[src/rtl/seq_restoring_divider.sv]
// Sequential unsigned restoring divider.
// One trial subtraction per clock. Operands are captured on an accepted start.
// Divide-by-zero is flagged without iterating. All outputs are registered.
module seq_restoring_divider #(
    parameter int WIDTH = 8
) (
    input  logic             clk,
    input  logic             rst_n,
    input  logic             start,
    input  logic [WIDTH-1:0] dividend,
    input  logic [WIDTH-1:0] divisor,
    output logic             busy,
    output logic             done,
    output logic [WIDTH-1:0] quotient,
    output logic [WIDTH-1:0] remainder,
    output logic             div_by_zero
);

    localparam int CW = $clog2(WIDTH + 1);

    typedef enum logic [1:0] {
        S_IDLE = 2'd0,
        S_RUN  = 2'd1,
        S_DONE = 2'd2
    } state_t;

    state_t           state_q, state_d;
    logic [WIDTH-1:0] r_q, r_d;
    logic [WIDTH-1:0] q_q, q_d;
    logic [WIDTH-1:0] d_q, d_d;
    logic [CW-1:0]    count_q, count_d;
    logic [WIDTH-1:0] quot_q, quot_d;
    logic [WIDTH-1:0] rem_q, rem_d;
    logic             dbz_q, dbz_d;
    logic             busy_q, busy_d;
    logic             done_q, done_d;

    logic [WIDTH-1:0] r_shifted;
    logic [WIDTH:0]   trial;

    // Trial subtraction on the left-shifted partial remainder.
    // The partial remainder never exceeds the dividend prefix consumed so far,
    // so the shifted value always fits in WIDTH bits.
    always_comb begin
        r_shifted = {r_q[WIDTH-2:0], q_q[WIDTH-1]};
        trial     = {1'b0, r_shifted} - {1'b0, d_q};
    end

    // Next-state and next-output logic for the IDLE/RUN/DONE controller.
    always_comb begin
        state_d = state_q;
        r_d     = r_q;
        q_d     = q_q;
        d_d     = d_q;
        count_d = count_q;
        quot_d  = quot_q;
        rem_d   = rem_q;
        dbz_d   = dbz_q;
        busy_d  = busy_q;
        done_d  = 1'b0;

        case (state_q)
            // DONE accepts a new request just like IDLE, enabling back-to-back use.
            S_IDLE, S_DONE: begin
                busy_d  = 1'b0;
                state_d = S_IDLE;
                if (start) begin
                    if (divisor != '0) begin
                        state_d = S_RUN;
                        r_d     = '0;
                        q_d     = dividend;
                        d_d     = divisor;
                        count_d = CW'(WIDTH);
                        busy_d  = 1'b1;
                    end else begin
                        state_d = S_DONE;
                        quot_d  = '1;
                        rem_d   = dividend;
                        dbz_d   = 1'b1;
                        done_d  = 1'b1;
                    end
                end
            end

            S_RUN: begin
                // No borrow: keep the difference and shift in a 1; else restore.
                r_d     = trial[WIDTH] ? r_shifted : trial[WIDTH-1:0];
                q_d     = {q_q[WIDTH-2:0], ~trial[WIDTH]};
                count_d = count_q - CW'(1);
                if (count_q == CW'(1)) begin
                    state_d = S_DONE;
                    busy_d  = 1'b0;
                    done_d  = 1'b1;
                    quot_d  = q_d;
                    rem_d   = r_d;
                    dbz_d   = 1'b0;
                end
            end

            default: begin
                state_d = S_IDLE;
                busy_d  = 1'b0;
            end
        endcase
    end

    // State and output registers; reset aborts any operation in flight.
    always_ff @(posedge clk or negedge rst_n) begin
        if (!rst_n) begin
            state_q <= S_IDLE;
            r_q     <= '0;
            q_q     <= '0;
            d_q     <= '0;
            count_q <= '0;
            quot_q  <= '0;
            rem_q   <= '0;
            dbz_q   <= 1'b0;
            busy_q  <= 1'b0;
            done_q  <= 1'b0;
        end else begin
            state_q <= state_d;
            r_q     <= r_d;
            q_q     <= q_d;
            d_q     <= d_d;
            count_q <= count_d;
            quot_q  <= quot_d;
            rem_q   <= rem_d;
            dbz_q   <= dbz_d;
            busy_q  <= busy_d;
            done_q  <= done_d;
        end
    end

    assign busy        = busy_q;
    assign done        = done_q;
    assign quotient    = quot_q;
    assign remainder   = rem_q;
    assign div_by_zero = dbz_q;

endmodule

[config.mk]
export PLATFORM = sky130hd
export DESIGN_NAME = seq_restoring_divider
export DESIGN_NICKNAME = d
export VERILOG_FILES = /design/src/rtl/seq_restoring_divider.sv
export SDC_FILE = /design/constraint.sdc
export NUM_CORES = 1
export LEC_CHECK = 0
export ABC_CLOCK_PERIOD_IN_PS = 2480
export BUFFER_PORTS_ARGS = -buffer_cell sky130_fd_sc_hd__buf_2
export CAP_MARGIN = 15
export CORE_ASPECT_RATIO = 1.75
export CORE_UTILIZATION = 56
export DETAILED_ROUTE_END_ITERATION = 8
export GPL_TIMING_DRIVEN = 0
export PLACE_DENSITY = 0.87
export SYNTH_ARGS = -nofsm -noshare
export SYNTH_HDL_FRONTEND = slang
export SYNTH_SLANG_ARGS = --single-unit
[constraint.sdc]
create_clock -name clk -period 2.48 [get_ports clk]
set_input_delay 0.62 -clock clk [delete_from_list [all_inputs] [get_ports clk]]
set_output_delay 0.62 -clock clk [all_outputs]
set_load 0.02 [all_outputs]
==> summary.txt, run 1 <==
area grow syn2layout - 18.4%
Max-Cap Viols - 0
CTS clock-pin slew for the worst setup and hold paths - 0.09 ns
Nets - 314
placed cell areas - 0.00259 mm^2
Syn Inst Count - 236
Synth cell types - 39
leakage power - 1.27 nW
sequential fraction of the synthesis area - 50.2%
crit-path max FO - 7
Seq cells post-synth - 47
cts hold-fix bufs - 0
die area - 0.00446 mm^2
gpl congestion - 0.900
die width - 50.9 um
layout cell share with drive strength beyond 1 - 24.9%
largest net degree at the start of global routing - 48
total of warnings raised by yosys - 0
later-pin clock latency in the skew report - 0.30 ns
final hold vios - 0
antenna-violating nets left - 0
M3 GR Usage - 4.51%
run status - finished, final reports clean
Synth Net Count - 266
unrepaired setup endpoints after global routing - no
fin crit period - 2.36 ns
fin area - 0.00277 mm^2
post-route setup TNS - 0 ns
peak-usage layer in the global routing report - met2
Rows - 30
n_diodes - 0
Yosys top cell area share - 50.2%
power per cell area - 1580 mW/mm^2
Synth Area per Inst - 9.92 um^2
vias in the first global route - 1855
clock buffer count from CTS - 5
IO buf count - 37
Post-Route WL - 5490 um
clk sinks - 47
crit path kind - reg2reg
core box area - 0.00394 mm^2
worst hold path type - in2async
via/cell ratio - 6.04
Detailed Place HPWL - 3790 um
CTS tree - built
htree depth - 2
top area cells in the synthesized netlist - dfrtp_1 (50%), nand2_1 (7.4%), ha_1 (5.3%)
Initial Util - 59.4%
# DRC - 0
Final Cycle Share - 95.1%
max_slew headroom - 30.6%
mapped cell area - 0.00234 mm^2
setup slack after layout - 0.120 ns
total grt overflow - 0
clock buffer depth - 2
pre-CTS setup slack - 0.0248 ns
skew final - 0.00965 ns
Root Driver - clkbuf_8
first-pass GRT wire length - 8840 um
max-slew violations - 0
peak supply drop - 858 uV
die height - 87.6 um
drt first-iter violations - 106
GRT Total Usage - 27.0%
met2 Usage GRT - 47.8%
Worst Setup End Kind - flop
antenna violations before repair - 0
First-pass DRT Iterations - 5
Worst EP arrival - 2.59 ns
per-cell routed wire length - 16.5 um
Tightest Pin Transition - 1.04 ns
fmax - 424 MHz
Final Setup Violations - 0
WP data required - 2.71 ns
post-synth top area cell - dfrtp_1
via count - 2012
# IOs - 38
met1 usage - 31.7%
CP startpoint kind - flop
## power breakdown
group | internal (W) | leakage, nW | total [W] | switching, W
Clock | 0.000300 | 0.0581 | 0.000562 | 0.000262
Combinational | 0.000985 | 0.650 | 0.00247 | 0.00149
Sequential | 0.00112 | 0.561 | 0.00135 | 0.000223
Total | 0.00241 | 1.27 | 0.00438 | 0.00197
## per-layer routing
layer | routed length (um) | vias to the layer above | share of wire (%)
li1 | - | 926 | -
met1 | 2070 | 966 | 38
met2 | 2960 | 103 | 54
met3 | 325 | 17 | 5.9
met4 | 139 | 0 | 2.5
met5 | 0 | - | 0
## cells in the mapped netlist
cell and n:
dfrtp_1 47, nand2_1 46, o21ai_0 20, nor2_1 16, inv_1 12, a21oi_1 10
ha_1 10, mux2i_1 7, o22a_1 7, buf_2 5, a21o_1 4, a31oi_1 4
clkbuf_1 4, nand3_1 4, a41oi_2 3, nand2b_1 3, nor4_1 3, o211ai_1 3
xor2_1 3, a22oi_1 2, a41oi_1 2, and3_1 2, nor2b_1 2, o21ai_2 2
a211oi_2 1, a211oi_4 1, a22o_1 1, a22oi_2 1, and2_1 1, fa_1 1
mux2_2 1, nor2_2 1, nor3b_1 1, o2111ai_1 1, o211a_1 1, o21a_1 1
o21bai_1 1, o311ai_0 1, xnor2_1 1
## critical path: stages (launching register included)
cell      delay [ns]
dfrtp_1         0.42
inv_2           0.10
ha_4            0.14
inv_2           0.04
fa_2            0.39
a211oi_4        0.35
o21ai_4         0.10
a211oi_4        0.28
buf_6           0.17
nand2_1         0.10
a41oi_2         0.19
## registers in the layout, summed over array words and instances (netlist names)
register     count
d_q              8
div_by_zero      1
busy             1
quotient         8
r_q              7
q_q              8
remainder        8
state_q          1
done             1
count_q          4
## cells by family after synthesis
group           synth area share (%)
simple gates                    14.3
xor+xnor                        1.50
buf+inv                         3.63
fa+ha+maj                       6.20
mux                             3.47
flops                           50.2
compound gates                  20.7
## path summary, 6_finish.rpt
check	startpoint	to	slack (ns)	cells past startpoint
setup reg to reg	q_q[7]$_DFFE_PN0P_	remainder[3]$_DFFE_PN0P_	0.12	10
setup / recovery	q_q[7]$_DFFE_PN0P_	remainder[3]$_DFFE_PN0P_	0.12	10
min in group clk	quotient[6]$_DFFE_PN0P_	quotient[6]$_DFFE_PN0P_	0.49	1
hold / removal	rst_n	quotient[7]$_DFFE_PN0P_	0.48	1
hold reg to reg	quotient[6]$_DFFE_PN0P_	quotient[6]$_DFFE_PN0P_	0.49	1
max in group asynchronous	rst_n	d_q[4]$_DFFE_PN0P_	1.34	1
## area by class of cell
class / instances / area, um^2
clock buffer: 5 / 68.8
fill: 298 / 1170
multi-input combinational: 168 / 1120
clock inverter: 3 / 43.8
buffer: 9 / 40.0
sequential: 47 / 1180
timing repair buffer: 41 / 219
inverter: 12 / 45.0
tap: 48 / 60.1
## per-stage QoR
| stage | utilization, % | std cells | total power, W | hold slack, ns |
|---|---|---|---|---|
| after floorplan | - | 236 | 0.00295 | 0.324 |
| after global placement | 65.7 | 321 | 0.00342 | 0.464 |
| after detailed placement | 65.7 | 321 | 0.00352 | 0.472 |
| after CTS | 68.9 | 331 | 0.00416 | 0.492 |
| after global routing | 70.4 | 333 | 0.00469 | 0.502 |
| final | 70.4 | 333 | 0.00438 | 0.483 |
## cells in the final DEF, fill, tap and decap left out, types with 5 or more instances in the layout
| cell type | instances |
|---|---|
| a21oi_1 | 10 |
| ha_1 | 9 |
| nor2_1 | 16 |
| mux2i_1 | 7 |
| dfrtp_1 | 47 |
| o21ai_0 | 19 |
| inv_1 | 10 |
| nand2_1 | 46 |
| o22a_1 | 7 |
| clkbuf_8 | 5 |
| buf_2 | 42 |
## what timing repair did
action                     4_1_cts  5_1_grt
buffers inserted                 2        2
gates resized for setup          0       12
setup endpoints to repair        5       13
pin swaps                        1        5
hold endpoints to repair         0        0
Power figures use the tool's default switching activity.
==> run 2: changes to the inputs <==
--- a/config.mk
+++ b/config.mk
@@ -5,14 +5,15 @@
 export SDC_FILE = /design/constraint.sdc
 export NUM_CORES = 1
 export LEC_CHECK = 0
+export ABC_AREA = 1
 export ABC_CLOCK_PERIOD_IN_PS = 2480
 export BUFFER_PORTS_ARGS = -buffer_cell sky130_fd_sc_hd__buf_2
 export CAP_MARGIN = 15
 export CORE_ASPECT_RATIO = 1.75
-export CORE_UTILIZATION = 56
+export CORE_UTILIZATION = 57
 export DETAILED_ROUTE_END_ITERATION = 8
 export GPL_TIMING_DRIVEN = 0
-export PLACE_DENSITY = 0.87
+export PLACE_DENSITY = 0.88
 export SYNTH_ARGS = -nofsm -noshare
 export SYNTH_HDL_FRONTEND = slang
 export SYNTH_SLANG_ARGS = --single-unit
==> summary.txt, run 2 <==
vias in the first global route - 2215 (+19%)
mapped cell area - 0.00260 mm^2 (+11%)
post-synth top area cell - dfrtp_1
Max-Cap Viols - 0 (unchanged)
First-pass DRT Iterations - 4 (-1)
skew final - 0.00627 ns (-0.00338 ns)
switching portion of total power - 48.5% (+3.4 points)
leakage power - 1.55 nW (+22%)
final hold vios - 0 (unchanged)
top area cells in the synthesized netlist - dfrtp_1 (45%), nand2_1 (11%), inv_1 (6.8%)
# DRC - 0 (unchanged)
post-CTS sizing - 0 (unchanged)
Final Setup Violations - 0 (unchanged)
# IOs - 38 (unchanged)
most common cell in the netlist - nand2_1
Rows - 32 (+6.7%)
CP bufs+invs - 3 (unchanged)
core box area - 0.00440 mm^2 (+12%)
gpl congestion - 0.859 (-4.5%)
GRT Total Usage - 27.1% (+0.12 points)
via/cell ratio - 5.27 (-13%)
Worst EP arrival - 2.32 ns (-0.27 ns)
reg2reg end - remainder[3]$_DFFE_PN0P_
run status - finished, final reports clean
Combinational Power Share - 57.9% (+1.5 points)
family with the most delay on the worst path - simple AND/OR/NAND/NOR gates
Yosys top cell area share - 45.3% (-4.9 points)
Synth Area per Inst - 8.17 um^2 (-18%)
clk sinks - 47 (unchanged)
slowest stage delay, CP - 0.40 ns (-0.02 ns)
cells on worst reg2reg path - 12 (+2)
worst reg2reg startpoint - q_q[7]$_DFFE_PN0P_
Final Cycle Share - 84.8% (-10 points)
Nets - 392 (+25%)
Pint - 0.00226 W (-6.2%)
Initial Util - 59.0% (-0.45 points)
crit-path max FO - 5 (-2)
area grow syn2layout - 13.3%
cts hold-fix bufs - 0 (unchanged)
asr flop ratio synth - 100% (unchanged)
first-pass GRT wire length - 9600 um (+8.6%)
CTS clock-pin slew for the worst setup and hold paths - 0.10 ns (about the same)
Post-Route WL - 5760 um (+5.0%)
fin crit period - 2.10 ns (-0.256 ns)
most common flop cell mapped by yosys - dfrtp_1
Seq cells post-synth - 47 (unchanged)
critical path's slowest cell - fa_1
Synth cell types - 35 (-10%)
largest net degree at the start of global routing - 48 (unchanged)
antenna-violating nets left - 0 (unchanged)
met2 Usage GRT - 49.5% (+1.7 points)
die width - 53.0 um (+4.2%)
clock buffer count from CTS - 5 (unchanged)
drt first-iter violations - 72 (-32%)
Final Util - 66.8% (-3.6 points)
die height - 91.3 um (+4.3%)
Worst Setup End Kind - flop
Detailed Place HPWL - 4410 um (+16%)
crit path kind - reg2reg
per-cell routed wire length - 13.9 um (-16%)
CP most frequent cell - nand2_1
post-route setup TNS - 0 ns (unchanged)
CTS tree - built
worst hold path type - in2async
later-pin clock latency in the skew report - 0.31 ns (about the same)
peak supply drop - 964 uV (+12%)
Root Driver - clkbuf_8
most frequent cells in the layout - nand2_1 (75), inv_1 (47), dfrtp_1 (47)
WP data required - 2.70 ns (about the same)
Synth Net Count - 348 (+31%)
fmax - 475 MHz (+12%)
Tightest Pin Transition - 1.03 ns (-0.00839 ns)
crit-path cells - inv_1 > ha_1 > inv_1 > fa_1 > nand2_1 > nand2_1 > nand3_2 > nand2_1 > nand3_1 > nand3b_1 > nand2_1 > inv_1
via count - 2182 (+8.4%)
total grt overflow - 0 (unchanged)
unrepaired setup endpoints after global routing - no
M3 GR Usage - 4.19% (-0.33 points)
Setup Buffers After CTS - 0 (-2)
clock buffer depth - 2 (unchanged)
commonest non-fill, non-tap cell in the layout - nand2_1
number of flops mapped to enable cells by yosys - 0 (unchanged)
Syn Inst Count - 318 (+35%)
met1 usage - 28.6% (-3.1 points)
sequential fraction of the synthesis area - 45.3% (-4.9 points)
die area - 0.00484 mm^2 (+8.7%)
IO buf count - 37 (unchanged)
power per cell area - 1490 mW/mm^2 (-5.7%)
most frequent cells after synthesis - nand2_1 (75), dfrtp_1 (47), inv_1 (47), nor2_1 (25)
max-slew violations - 0 (unchanged)
max_slew headroom - 31.2% (+0.56 points)
NetSw - 0.00212 W (+7.6%)
Clock power frac - 11.5% (-1.3 points)
sequential share of power - 30.6% (-0.2 points)
CP startpoint kind - flop
layout cell share with drive strength beyond 1 - 23.7% (-1.2 points)
peak-usage layer in the global routing report - met2
antenna violations before repair - 0 (unchanged)
htree depth - 2 (unchanged)
n_diodes - 0 (unchanged)
R2R Setup Slk - 0.38 ns (+0.26 ns)
total of warnings raised by yosys - 0 (unchanged)
## run 2: cell count changes after synthesis, moves of 5 or more
cell / previous run / this run
inv_1: 12 / 47
nand2_1: 46 / 75
nand3_1: 4 / 14
nand2_2: 0 / 9
nor2_1: 16 / 25
nand3b_1: 0 / 8
mux2i_1: 7 / 0
nand3_2: 0 / 7
o21ai_1: 0 / 7
o22a_1: 7 / 0
o21ai_0: 20 / 14
or2_2: 0 / 5
## run 2: through the flow
| stage | std cells | setup slack (ns) | power (W) | instance area [um^2] | hold slack, ns |
|---|---|---|---|---|---|
| after floorplan | 318 | 0.702 | 0.00324 | 2600 | 0.324 |
| after global placement | 406 | 0.500 | 0.00377 | 2850 | 0.480 |
| after detailed placement | 406 | 0.410 | 0.00388 | 2850 | 0.499 |
| after CTS | 414 | 0.402 | 0.00439 | 2940 | 0.519 |
| after global routing | 414 | 0.194 | 0.00478 | 2940 | 0.539 |
| final | 414 | 0.377 | 0.00439 | 2940 | 0.470 |
## run 2: per-layer routing
metal | part of all wire (%) | vias to the layer above | wire (um)
met5 | 0 | - | 0
met4 | 2.5 | 0 | 144
met3 | 3.0 | 15 | 174
met2 | 55 | 45 | 3170
met1 | 40 | 1033 | 2280
li1 | - | 1089 | -
## run 2: power by group through the flow
stage	Combinational, W	Sequential, W	Clock (W)
floorplan	0.00177	0.00147	0
global placement	0.00243	0.00134	0
detailed placement	0.00253	0.00135	0
CTS	0.00255	0.00134	0.000504
global route	0.00288	0.00138	0.000528
finish	0.00254	0.00134	0.000505
## run 2: logic make-up after synthesis
group	after synthesis	share of synthesized area, %
simple gates	155	29.0
buf+inv	58	9.34
flops	47	45.3
compound gates	45	10.1
fa+ha+maj	11	5.59
xor+xnor	2	0.674
## run 2: area by class of cell
type                    instances  area (um^2)
fillers                       386         1460
multi-input cells             213         1180
flip-flops and latches         47         1180
inverters                      52          196
repair buffers                 37          185
clock buffers                   5         68.8
well taps                      51         63.8
plain buffers                   6         46.3
clock inverters                 3         27.5
## run 2: worst max path at each step
stage	slack, ns	cells past startpoint	endpoint	startpoint
after CTS	0.40	12	remainder[3]$_DFFE_PN0P_	q_q[7]$_DFFE_PN0P_
final	0.38	12	remainder[3]$_DFFE_PN0P_	q_q[7]$_DFFE_PN0P_
after global routing	0.19	13	remainder[3]$_DFFE_PN0P_	q_q[7]$_DFFE_PN0P_
after floorplan	0.70	12	remainder[3]$_DFFE_PN0P_	q_q[7]$_DFFE_PN0P_
after detailed placement	0.41	12	remainder[3]$_DFFE_PN0P_	q_q[7]$_DFFE_PN0P_
after global placement	0.50	12	remainder[3]$_DFFE_PN0P_	q_q[7]$_DFFE_PN0P_
